==> config.mk <==
export PLATFORM = sky130hd
export DESIGN_NAME = pc_update
export DESIGN_NICKNAME = d
export VERILOG_FILES = /design/src/rtl/pc_update.sv
export SDC_FILE = /design/constraint.sdc
export NUM_CORES = 1
export LEC_CHECK = 0
export ABC_AREA = 0
export BUFFER_PORTS_ARGS = -buffer_cell sky130_fd_sc_hd__buf_2
export CAP_MARGIN = 20
export CORE_MARGIN = 2
export CORE_UTILIZATION = 50
export CTS_BUF_LIST = sky130_fd_sc_hd__clkbuf_4 sky130_fd_sc_hd__clkbuf_8
export DETAILED_ROUTE_END_ITERATION = 10
export GPL_TIMING_DRIVEN = 0
export PLACE_DENSITY_LB_ADDON = 0.3
export SLEW_MARGIN = 15
export SYNTH_ARGS = -nofsm -noshare
export SYNTH_HDL_FRONTEND = slang
export SYNTH_SLANG_ARGS = --single-unit
==> constraint.sdc <==
create_clock -name clk -period 4.5 [get_ports clk]
set_input_delay 0.45 -clock clk [delete_from_list [all_inputs] [get_ports clk]]
set_output_delay 0.45 -clock clk [all_outputs]
set_load 0.02 [all_outputs]
==> src/rtl/pc_update.sv <==
// -----------------------------------------------------------------------------
// pc_update
//
// Program-counter register and branch-redirect unit. A resolving branch is
// checked for "taken", its target is computed (register, imm26 or imm19
// relative), and the fetch PC is redirected. Every redirect raises a one-cycle
// flush to squash wrong-path fetches. A taken branch that resolves while fetch
// is stalled is parked in a pending register and applied when the stall drops.
//
// Ports
//   clk              : clock, all state changes on the rising edge
//   reset            : synchronous, active-low reset
//   stall            : hazard hold, PC must not advance
//   br_valid         : a branch resolves this cycle
//   UncondBr         : B (imm26 offset)
//   BrReg            : BR (target from register)
//   BranchCond       : resolved condition for CBZ / B.cond
//   br_pc            : PC of the resolving branch
//   imm19            : signed word offset for CBZ / B.cond
//   imm26            : signed word offset for B
//   reg_target       : register value for BR
//   pc               : current fetch address (registered)
//   flush            : one-cycle squash pulse (registered)
//   redirect_pending : high while a stalled redirect is parked (registered)
// -----------------------------------------------------------------------------
module pc_update #(
    parameter int              ADDR_W   = 64,
    parameter logic [ADDR_W-1:0] RESET_PC = '0
) (
    input  logic              clk,
    input  logic              reset,
    input  logic              stall,
    input  logic              br_valid,
    input  logic              UncondBr,
    input  logic              BrReg,
    input  logic              BranchCond,
    input  logic [ADDR_W-1:0] br_pc,
    input  logic [18:0]       imm19,
    input  logic [25:0]       imm26,
    input  logic [ADDR_W-1:0] reg_target,
    output logic [ADDR_W-1:0] pc,
    output logic              flush,
    output logic              redirect_pending
);

    localparam logic [0:0] IDLE    = 1'b0;
    localparam logic [0:0] PENDING = 1'b1;

    logic [0:0]        state_q, state_d;
    logic [ADDR_W-1:0] pc_q, pc_d;
    logic [ADDR_W-1:0] pend_target_q, pend_target_d;
    logic              flush_q, flush_d;

    logic              taken;
    logic [ADDR_W-1:0] off19_ext;
    logic [ADDR_W-1:0] off26_ext;
    logic [ADDR_W-1:0] br_off;
    logic [ADDR_W-1:0] target;

    // Branch resolution and target: purely combinational.
    assign taken     = br_valid & (UncondBr | BrReg | BranchCond);
    assign off19_ext = {{(ADDR_W-19){imm19[18]}}, imm19};
    assign off26_ext = {{(ADDR_W-26){imm26[25]}}, imm26};
    assign br_off    = UncondBr ? off26_ext : off19_ext;

    // BrReg overrides UncondBr; offsets are in words, arithmetic wraps.
    assign target = BrReg ? reg_target : (br_pc + (br_off << 2));

    always_comb begin
        state_d       = state_q;
        pc_d          = pc_q;
        pend_target_d = pend_target_q;
        flush_d       = 1'b0;

        case (state_q)
            PENDING: begin
                // br_valid here comes from a wrong-path instruction: ignore it.
                if (!stall) begin
                    pc_d    = pend_target_q;
                    flush_d = 1'b1;
                    state_d = IDLE;
                end
            end
            default: begin
                if (taken && !stall) begin
                    pc_d    = target;
                    flush_d = 1'b1;
                end else if (taken) begin
                    // Squash now, load the PC once the stall releases.
                    pend_target_d = target;
                    flush_d       = 1'b1;
                    state_d       = PENDING;
                end else if (!stall) begin
                    pc_d = pc_q + ADDR_W'(4);
                end
            end
        endcase
    end

    // Registered state and outputs.
    always_ff @(posedge clk) begin
        if (!reset) begin
            state_q       <= IDLE;
            pc_q          <= RESET_PC;
            pend_target_q <= '0;
            flush_q       <= 1'b0;
        end else begin
            state_q       <= state_d;
            pc_q          <= pc_d;
            pend_target_q <= pend_target_d;
            flush_q       <= flush_d;
        end
    end

    assign pc               = pc_q;
    assign flush            = flush_q;
    assign redirect_pending = (state_q == PENDING);

endmodule

==> flow_metrics.tcl <==
set metrics [dict create \
    status "finished, final reports clean" \
    synth_top_area_frac 0.224 \
    nFillCells 2253 \
    synth.area.top_cells "dfxtp_1, a21oi_1, ha_1, nand2_1, o21ai_0" \
    place_ws_ns -0.816 \
    finalClockSkew_ns 0.0173 \
    drc 0 \
    post-route-period-util 0.975 \
    crit_path_max_incr_delay_ns 0.55 \
    crit_start "UncondBr" \
    portBuffers 243 \
    hp-class "in2reg" \
    crit_buf_inv 2 \
    cp.arrival_ns 4.74 \
    final.min_clock_period_ns 4.39 \
    ir_drop_mv 0.171 \
    synth_edf_count 0 \
    final_cell_mix "buf_2, nand2_1, nor2_1" \
    r2r_cells 9 \
    cts_tree "built" \
    ant_nets 0 \
    p_per_area_nw_per_um2 305 \
    synthAdderAreaFrac 0.0684 \
    ys.flop_type "dfxtp_1" \
    rr_startpoint "pc[4]" \
    boundaryPins 246 \
    die_area_um2 24500 \
    holdPathStages 3 \
    critPathMostFrequentCell "nand2b_1" \
    num_rows 55 \
    finalNonFillerCells 2206 \
    finalSetupViolations 0 \
    tightestPinTransition_ns 1.07 \
    final_core_util 0.603 \
    start_kind "primary input" \
    r2r_end "pc[43]" \
    placed_cells 2174 \
    synth.mux.area_fraction 0.0363 \
    drt_pass1_iterations 8 \
    postSynthCellCount 1618 \
    nets 2122 \
    cp-end-kind "flop" \
    drt_iter0_drc 1756 \
    fmax_mhz 228 \
    final-hold-violation-count 0 \
    cp.depth 15 \
    relSlewSlack 0.285 \
    final_common_cell "buf_2" \
    cts_buffers 17 \
    die_y_um 157 \
    avgRoutedWirePerCell_um 22.5 \
    crit_fanout 37 \
    min_from "reg_target[61]" \
    synthSimpleGateAreaFrac 0.237 \
    placed_area_um2 13200 \
    slew_violations 0 \
    grt_pass1_vias 12744 \
    clkSlewWorstSetupHoldPaths_ns 0.09 \
    vias_per_cell 6.33 \
    synth_nets 1861 \
    cts_max_level 4 \
    design_area_um2 13700 \
    crit_path_end "pend_target_q[53]" \
    path_cells "buf_2, nand2b_1, clkbuf_1, nand2_4, ha_1, nand2_1, nor4_1, and4_1, o211ai_1, o21ai_0, nand2b_1, a31oi_1, xnor2_1, mux2i_1, a211oi_1" \
    ys_warn_count 0 \
    layout_setup_ws_ns 0.111 \
    syn_avg_cell_area_um2 7.19 \
    critPathKind "in2reg" \
    rrSetupSlack_ns 1.29 \
    grt_overflow_total 0 \
    synth_xor_area_frac 0.0850 \
    critPathRequiredTime_ns 4.85 \
    grt_pass1_wl_mm 73.9 \
    synthArstFlopShare 0 \
    crit_family "simple AND/OR/NAND/NOR gates" \
    synth_top_family_by_area "compound AO/OA/AOI/OAI gates" \
    synth_cell_types 87 \
    syn2layout_area_growth_pct 17.9 \
    cts.path.max_buffers 2 \
    clock-sinks 130 \
    p_leak_nw 5.71 \
    routed-via-count 13962 \
    holdBufCountCts 0 \
    slowest_stage "ha_1" \
    post_cts_buffers 0 \
    synth-compound-area-share 0.303 \
    dpl.hpwl_mm 38.4 \
    antenna_found_initial 2 \
    yosys.area.top_type "dfxtp_1" \
    die_w_um 157 \
    wl_mm 49.7 \
    yosysSeqAreaShare 0.224 \
    final.setup.tns_ns 0 \
    start_util 0.511 \
    fp.coreArea_um2 22800 \
    max-cap-violations 0 \
    gp_congestion 1.03 \
    grt_usage 0.397 \
    clk_latency_ns 0.48 \
    root_buffer "clkbuf_8" \
    grt_max_degree 38 \
    drive_gt1_frac 0.187 \
    ys_seq_elements 130 \
    syn-cell-area_um2 11600 \
    grt_setup_unrepaired "no" \
]
stage by stage:
step / hold slack (ns) / total power, W
after floorplan: 0.432 / 0.00239
after global placement: 0.440 / 0.00290
after detailed placement: 0.447 / 0.00292
after CTS: 0.281 / 0.00410
after global routing: 0.294 / 0.00435
final: 0.270 / 0.00419
flip-flops by register name (all words and copies together) (netlist names):
register          count
pc                   64
pend_target_q        64
redirect_pending      1
flush                 1
how the worst min path moves through the flow:
stage,end,slack (ns)
detailed placement,pend_target_q[23],0.45
global placement,pend_target_q[29],0.44
global route,pend_target_q[61],0.29
finish,pend_target_q[61],0.27
floorplan,pend_target_q[22],0.43
CTS,pend_target_q[61],0.28
worst min-delay path: stages:
cell     delay (ns)
buf_2          0.09
nand2_1        0.07
a31oi_1        0.08
layer usage:
metal  GRT usage  vias up  routed length (µm)
met4       0.173        0                2250
met3      0.0900      179                6180
li1            -     6426                   -
met5           0        -                   0
met1       0.539     6391               20200
met2       0.602      966               21100
cell type report:
class | count | area (µm²) | area share
flip-flops and latches | 130 | 2600 | 0.190
inverters | 24 | 90.1 | 0.00656
diodes | 1 | 2.50 | 0.000182
plain buffers | 110 | 458 | 0.0334
multi-input cells | 1353 | 8490 | 0.619
repair buffers | 243 | 1220 | 0.0886
clock buffers | 20 | 269 | 0.0196
clock inverters | 12 | 204 | 0.0149
well taps | 313 | 392 | 0.0285
Yosys cell counts (6+ instances only):
| master | n |
|---|---|
| mux2i_1 | 22 |
| o21bai_1 | 15 |
| nor2_1 | 181 |
| buf_1 | 13 |
| o31ai_1 | 9 |
| inv_1 | 23 |
| nand4_1 | 36 |
| o21ai_1 | 9 |
| and2_1 | 6 |
| mux2_2 | 18 |
| clkbuf_1 | 77 |
| nand3_1 | 39 |
| nor3b_1 | 11 |
| nand2b_1 | 12 |
| nand2_1 | 186 |
| and4_1 | 14 |
| o211ai_1 | 20 |
| a221oi_1 | 16 |
| xor2_1 | 45 |
| ha_1 | 62 |
| a31oi_1 | 22 |
| nor2b_1 | 8 |
| o21ai_0 | 138 |
| a21o_1 | 35 |
| buf_2 | 15 |
| xnor2_1 | 68 |
| or3_1 | 8 |
| dfxtp_1 | 130 |
| a211oi_1 | 42 |
| o31a_1 | 6 |
| nor3_1 | 45 |
| and3_1 | 13 |
| a21oi_1 | 170 |
repair_timing:
action | CTS | global route
hold endpoints to repair | 0 | 0
endpoints found under the setup margin | 40 | 29
gates resized for setup | 0 | 1
cloned | 0 | 0
report_power, final:
group / internal, W / total (W) / switching [W]
registers: 0.00124 / 0.00135 / 0.000106
clock network: 0.000697 / 0.00122 / 0.000521
logic: 0.000577 / 0.00163 / 0.00105
cell families after synthesis:
kind of cell / count (synthesis)
simple gates: 582
compound gates: 555
buf+inv: 135
flops: 130
xor+xnor: 113
fa+ha+maj: 63
mux: 40
Note: power is estimated with default switching activity, not from simulation.
